--- src/rtl/alu_issue_stage.sv ---
// Issue stage for the 8-bit combinational ALU: FIFO-buffered commands, registered
// operand/select drive, captured result on a valid/ready handshake. Option: ALU_ISSUE_ACC_EN.
module alu_issue_stage #(
  parameter int unsigned DEPTH = 4
) (
  input  logic       clk,
  input  logic       rst,
  input  logic       in_valid,
  output logic       in_ready,
  input  logic [7:0] in_a,
  input  logic [7:0] in_b,
  input  logic [2:0] in_sel,
`ifdef ALU_ISSUE_ACC_EN
  input  logic       in_acc,
`endif
  output logic [7:0] alu_a,
  output logic [7:0] alu_b,
  output logic [2:0] alu_sel,
  input  logic [7:0] alu_out,
  input  logic       alu_zero,
  output logic       res_valid,
  input  logic       res_ready,
  output logic [7:0] res_data,
  output logic       res_zero,
  output logic       busy
);

  localparam int unsigned AW = $clog2(DEPTH);
`ifdef ALU_ISSUE_ACC_EN
  localparam int unsigned W = 20;
`else
  localparam int unsigned W = 19;
`endif
  localparam logic [AW:0] FULL = (AW + 1)'(DEPTH);

  typedef enum logic [1:0] {IDLE, EXEC, HOLD} state_t;

  state_t        state;
  logic [W-1:0]  mem [DEPTH];
  logic [AW-1:0] wr_ptr;
  logic [AW-1:0] rd_ptr;
  logic [AW:0]   count;
  logic          push;
  logic          pop;
  logic [W-1:0]  head;
  logic [W-1:0]  wr_word;
  logic [7:0]    load_a;

  assign in_ready = (count != FULL);
  assign push     = in_valid && in_ready;
  // Pop decision uses the registered count: a command pushed this cycle waits one cycle.
  assign pop      = (count != '0) && ((state == IDLE) || ((state == HOLD) && res_ready));
  assign busy     = (count != '0) || (state != IDLE);
  assign head     = mem[rd_ptr];

`ifdef ALU_ISSUE_ACC_EN
  assign wr_word = {in_acc, in_a, in_b, in_sel};
  // res_data is final whenever a pop can occur, so chaining reads it directly.
  assign load_a  = head[19] ? res_data : head[18:11];
`else
  assign wr_word = {in_a, in_b, in_sel};
  assign load_a  = head[18:11];
`endif

  always_ff @(posedge clk) begin
    if (push) mem[wr_ptr] <= wr_word;
  end

  always_ff @(posedge clk or posedge rst) begin
    if (rst) begin
      wr_ptr <= '0;
      rd_ptr <= '0;
      count  <= '0;
    end else begin
      if (push) wr_ptr <= wr_ptr + 1'b1;
      if (pop)  rd_ptr <= rd_ptr + 1'b1;
      case ({push, pop})
        2'b10:   count <= count + 1'b1;
        2'b01:   count <= count - 1'b1;
        default: count <= count;
      endcase
    end
  end

  always_ff @(posedge clk or posedge rst) begin
    if (rst) begin
      state     <= IDLE;
      alu_a     <= '0;
      alu_b     <= '0;
      alu_sel   <= '0;
      res_valid <= 1'b0;
      res_data  <= '0;
      res_zero  <= 1'b0;
    end else begin
      case (state)
        IDLE: begin
          if (pop) begin
            alu_a   <= load_a;
            alu_b   <= head[10:3];
            alu_sel <= head[2:0];
            state   <= EXEC;
          end
        end
        EXEC: begin
          res_data  <= alu_out;
          res_zero  <= alu_zero;
          res_valid <= 1'b1;
          state     <= HOLD;
        end
        HOLD: begin
          if (res_ready) begin
            res_valid <= 1'b0;
            if (pop) begin
              alu_a   <= load_a;
              alu_b   <= head[10:3];
              alu_sel <= head[2:0];
              state   <= EXEC;
            end else begin
              state <= IDLE;
            end
          end
        end
        default: state <= IDLE;
      endcase
    end
  end

endmodule

--- config.mk ---
export PLATFORM = sky130hd
export DESIGN_NAME = alu_issue_stage
export DESIGN_NICKNAME = d
export VERILOG_FILES = /design/src/rtl/alu_issue_stage.sv
export SDC_FILE = /design/constraint.sdc
export NUM_CORES = 1
export LEC_CHECK = 0
export ABC_AREA = 1
export CAP_MARGIN = 20
export CORE_MARGIN = 2
export CORE_UTILIZATION = 50
export CTS_BUF_LIST = sky130_fd_sc_hd__clkbuf_16
export DETAILED_ROUTE_END_ITERATION = 8
export MAX_ROUTING_LAYER = met4
export PLACE_DENSITY = 0.76
export SYNTH_ARGS = -nofsm -noshare
export SYNTH_HDL_FRONTEND = slang
export SYNTH_SLANG_ARGS = --single-unit
export TNS_END_PERCENT = 20
--- constraint.sdc ---
create_clock -name clk -period 2.1 [get_ports clk]
set_input_delay 0.21 -clock clk [delete_from_list [all_inputs] [get_ports clk]]
set_output_delay 0.21 -clock clk [all_outputs]
set_load 0.005 [all_outputs]
After elaboration in Yosys (flattened, before gate mapping)
Memory sizes are Yosys's and may differ from the RTL's.
Cells that the tools add are included.
{"block": "word_totals", "ff_bits": 38, "ramBits": 76, "inputBits": 32, "out_inout_bits": 31, "elab_cells": 54, "n_memories": 1}
{"block": "op_classes", "addsub": 4, "eq_ne": 7, "muxes": 18, "reduce_logical": 14}
{"memory": "mem", "depth": 4, "word_bits": 19, "rd": 1, "rd_clocked_by_memory_dff": 0, "write_ports": 1, "line": "39", "source": "logic [W-1:0] mem [DEPTH];"}
{"op": "2-to-1 mux 8 bit", "count": 4}
{"op": "one-hot mux 8 bit (2 select lines)", "count": 2}
{"op": "one-hot mux 3 bit (2 select lines)", "count": 2}
{"op": "nonzero test 2 bit", "count": 4}
{"op": "2-to-1 mux 3 bit", "count": 2}
{"op": "one-hot mux 2 bit (3 select lines)", "count": 1}
{"op": "AND reduction 2 bit", "count": 3}
{"op": "adder 2 x 1 -> 2 bit, second input constant", "count": 2}
{"op": "== test 2 x 1 -> 1 bit, second input constant", "count": 2}
{"op": "== test 2 bit, second input constant", "count": 2}
{"op": "2-to-1 mux 1 bit", "count": 4}
{"op": "2-to-1 mux 2 bit", "count": 2}
{"op": "!= test 2 bit, second input constant", "count": 2}
{"op": "adder 3 x 1 -> 3 bit, second input constant", "count": 1}
{"op": "logical AND 1 bit", "count": 3}
{"op": "!= test 3 bit, second input constant", "count": 1}
{"op": "nonzero test 3 bit", "count": 1}
{"op": "subtractor 3 x 1 -> 3 bit, second input constant", "count": 1}
{"op": "logical NOT 2 bit", "count": 1}
{"op": "logical OR 1 bit", "count": 2}
{"op": "one-hot mux 1 bit (2 select lines)", "count": 1}

Depth between registers and ports, before layout
{"block": "logic_depth", "word_depth": 7, "mapped_depth": 11, "depth_no_buf": 10}

Least setup slack after synthesis
OpenSTA, ideal clock, no wires.
{"block": "synth_timing", "kind": "flip-flop to flip-flop", "start": "register count[0]", "end": "memory mem[0][0] (enable)", "setup_ns": 0.395, "arrival_time_ns": 1.568, "t_required_ns": 1.705, "setup_slack_ns": 0.138, "path_stages_with_launch": 5, "n_path_buf": 0, "period_less_slack_ns": 1.962, "cell_sequence": "dfrtp_1 -> inv_1 -> nand3_1 -> nand2_1 -> nor2_1"}
{"block": "synth_via", "elab_chain_cells": 4}
{"item": "start, declared", "line": "42", "source": "logic [AW:0] count;"}
{"item": "start signal, assigned", "line": "78", "source": "2'b10: count <= count + 1'b1;"}
{"item": "start signal, assigned", "line": "79", "source": "2'b01: count <= count - 1'b1;"}
{"item": "start signal, assigned", "line": "80", "source": "default: count <= count;"}
{"item": "!= test 3 bit", "line": "49", "source": "assign in_ready = (count != FULL);"}
{"item": "net in_ready", "line": "9", "source": "output logic in_ready,"}
{"item": "logical AND 1 bit", "line": "50", "source": "assign push = in_valid && in_ready;"}
{"item": "2-to-1 mux 1 bit", "line": "66", "source": "if (push) mem[wr_ptr] <= wr_word;"}
{"item": "2-to-1 mux 1 bit (not written as such)", "line": "66"}
{"item": "end, declared", "line": "39"}
The timed path passes the listed nets, and every way through them passes these cells.

Worst setup path in the final report
{"block": "layout_timing", "start": "register count[0]", "end": "output port busy"}
{"block": "layout_via", "elab_chain_cells": 2}
{"item": "nonzero test 3 bit", "line": "53", "source": "assign busy = (count != '0) || (state != IDLE);"}
{"item": "logical OR 1 bit", "line": "53"}
{"item": "end, declared", "line": "25", "source": "output logic busy"}
Every way passes these cells.

==> results.tsv <==
stage	metric	value	unit
outcome	outcome	finished clean	
cts	Clock Latency Late Sink	0.40	ns
routing	ANT nets after route	0	
finish	Non-Filler Instances	703	
cts	clk sinks	114	
yosys	ys async rst share	33.3	%
sta	upper clock frequency limit	520	MHz
yosys	cell taking the most area after synthesis	edfxtp_1	
worst_hold_path	hold crit path type	in -> async	
global_route	met2 Use GR	38.4	%
global_route	global-route wire length before repair	16500	um
cts	clock-pin slew on the worst setup and hold paths	0.06	ns
yosys	Synth Warn #	0	
routing	drt total wl	10200	um
global_route	M3 GR Usage	6.16	%
power_and_ir_drop	Pwr Total	9.39	mW
yosys	EDFF count, synth	76	
placed_design	gpl congestion	0.766	
sta	Setup Skew	0.00686	ns
yosys	Post-Syn Area	4830	um2
global_route	Top Usage Layer GRT	met2	
placed_design	I/O Buffers	62	
global_route	total congestion overflow	0	
job	number of max-cap violations	0	
critical_path	Worst Path Arrival	1.71	ns
routing	drt drc	0	
global_route	largest net degree at the start of global routing	41	
sta	Max Slew Vio Count	0	
yosys	post-synthesis sequential area ratio	66.9	%
cts	setup bufs post-CTS	0	
sta	TNS Setup	0	ns
floorplanning	IO Count	63	
placed_design	placed cells	671	
finish	FILL cells	675	
yosys	most common cell in the netlist	nand2_1	
placed_design	pre-CTS setup slack	0.102	ns
yosys	Most used DFF post-synth	edfxtp_1	
finish	Reg area	3230	um2
finish	Synth-to-Final Area Change	27.8	%
cts	CTS buffer count	17	
critical_path	slowest stage delay, CP	0.45	ns
sta	slew at the pin closest to its max-slew limit	0.686	ns
cts	Clock Tree Buf Depth	2	
critical_path	critical path class	reg -> out	
global_route	number of global-route vias before repair	3525	
yosys	synth cell count leaders	nand2_1 (184), inv_1 (94), edfxtp_1 (76)	
critical_path	Slowest-stage cell, CP	clkdlybuf4s50_1	
sta	RSZ-0062 raised after global routing	no	
cts	hold-fix buffer count after cts	0	
finish	area of the multi-input gates	1140	um2
sta	Final WS setup	0.177	ns
yosys	Synth Net Count	524	
finish	n_diodes	0	
global_route	initial antenna violation count	0	
yosys	Yosys cell types	20	
power_and_ir_drop	PwrDens	1520	nW/um2
critical_path	crit start category	flip-flop	
sta	Max-slew headroom	54.2	%
cts	CTS root buffer	clkbuf_16	
finish	Final Net Count	599	
sta	crit share post-route	91.6	%
cts	post-cts sizing count	0	
placed_design	DP Wirelength	5950	um
floorplanning	Vert. Die Dim	102	um
global_route	met1 usage	23.6	%
routing	Detailed Routing Iterations Pass 1	5	
critical_path	reg2reg end	count[2]	
sta	final hold violations	0	
sta	final setup vio count	0	
yosys	synth top area cells	edfxtp_1 (47%), dfrtp_1 (20%), nand2_1 (14%)	
finish	layout cell share with drive strength beyond 1	8.54	%
power_and_ir_drop	LEAKAGE	2.92	nW
routing	vias per cell	4.90	
floorplanning	initial core utilization	51.8	%
sta	Tmin final	1.92	ns
critical_path	reg2reg start	count[0]	
critical_path	R2R Setup Slk	0.23	ns
floorplanning	die area	10500	um2
yosys	Synth top area share	47.3	%
routing	vias	3447	
critical_path	Crit. End Element	output pin	
global_route	GR Util All Layers	22.0	%
critical_path	critical path's top delay family	buffers and inverters	
floorplanning	DIE WIDTH	102	um
yosys	syn avg cell area	9.94	um2
critical_path	crit-path cells	inv_1 > nand3_1 > inv_1 > nand3_1 > clkdlybuf4s50_1	
critical_path	critical path fanouts, max	3	
routing	initial DRC count	261	
yosys	Syn Inst Count	486	
critical_path	Crit. path cell count	5	
routing	routed len/inst	14.5	um
critical_path	CP Data Required Time	1.89	ns
critical_path	r2r worst-path depth	10	
floorplanning	# rows	35	
yosys	post-synthesis register bit count	114	
power_and_ir_drop	Max VDD drop	0.785	mV
cts	htree depth	4	
floorplanning	core area	9330	um2
cts	CTS tree	yes	
critical_path	CP bufs+invs	3	
[worst min-delay path, stage by stage]
cell and delay, ns:
clkdlybuf4s50_1 0.40, inv_1 0.05, buf_4 0.43
[per-layer routing]
layer	wire (um)	share of wire, %	vias up
li1	-	-	1655
met1	3940	39	1634
met5	0	0	-
met3	680	6.7	13
met2	5460	54	145
met4	122	1.2	0
[worst max-delay path by stage]
| stage | from | end | slack (ns) |
|---|---|---|---|
| 2_1_floorplan | count[0] | mem[0][0] | 0.14 |
| 3_3_place_gp | res_ready | count[2] | 0.15 |
| 3_5_place_dp | res_ready | count[2] | 0.10 |
| 4_1_cts | count[1] | busy | 0.17 |
| 5_1_grt | count[1] | busy | 0.02 |
| 6_report | count[0] | busy | 0.18 |
[layout by cell type, fill, tap and decap left out]
| master | netlist | routed |
|---|---|---|
| clkinvlp_4 | 0 | 4 |
| nor2_2 | 0 | 2 |
| inv_1 | 94 | 95 |
| a21oi_1 | 2 | 2 |
| clkinv_4 | 0 | 3 |
| xor2_1 | 3 | 3 |
| edfxtp_1 | 76 | 76 |
| bufinv_16 | 0 | 2 |
| inv_2 | 2 | 2 |
| nor2_4 | 1 | 1 |
| nor3_1 | 1 | 1 |
| dfrtp_1 | 38 | 38 |
| clkdlybuf4s50_1 | 0 | 62 |
| clkbuf_16 | 0 | 17 |
| nand3_1 | 52 | 52 |
| o21ai_2 | 1 | 1 |
| nand2_1 | 184 | 184 |
| buf_4 | 2 | 12 |
| xnor2_1 | 1 | 1 |
| ha_1 | 5 | 5 |
| clkinv_2 | 0 | 5 |
| fa_1 | 1 | 1 |
| o21ai_0 | 2 | 2 |
| nor2_1 | 5 | 3 |
[where the power goes]
part / internal (mW) / leakage, nW / total (mW) / switching, mW
sequential: 3.11 / 1.16 / 3.39 / 0.275
clock: 1.73 / 0.276 / 2.70 / 0.972
combinational: 1.32 / 1.49 / 3.29 / 1.97
total: 6.17 / 2.92 / 9.39 / 3.22
[cell families (layout without fill, tap and decap cells)]
| group | Yosys count | count (layout) | share of synthesized area (%) |
|---|---|---|---|
| simple gates | 243 | 243 | 20.4 |
| flops | 114 | 114 | 66.9 |
| buf+inv | 114 | 202 | 9.61 |
| fa+ha+maj | 6 | 6 | 1.71 |
| compound gates | 5 | 5 | 0.596 |
| xor+xnor | 4 | 4 | 0.726 |
[state kept, by name, summed over array words and instances, names as in the netlist]
signal,flops
alu_a,8
alu_b,8
alu_sel,3
count,3
mem,76
rd_ptr,2
res_data,8
res_valid,1
res_zero,1
state,2
wr_ptr,2
[final cells by class]
type / instances / share of cell area, %
clock buffer: 17 / 6.89
inverter: 96 / 5.84
clock inverter: 15 / 2.35
timing repair buffer: 74 / 11.5
tap: 129 / 2.61
sequential: 114 / 52.4
multi-input combinational: 258 / 18.4
[per-stage QoR]
stage | instance area (um2) | utilization (%) | hold WS [ns]
2_1_floorplan | 4830 | - | 0.309
3_3_place_gp | 5600 | 60.1 | 0.455
3_5_place_dp | 5600 | 60.1 | 0.459
4_1_cts | 6170 | 66.2 | 0.247
5_1_grt | 6170 | 66.2 | 0.272
6_report | 6170 | 66.2 | 0.240
(Power assumes the default switching activity.)
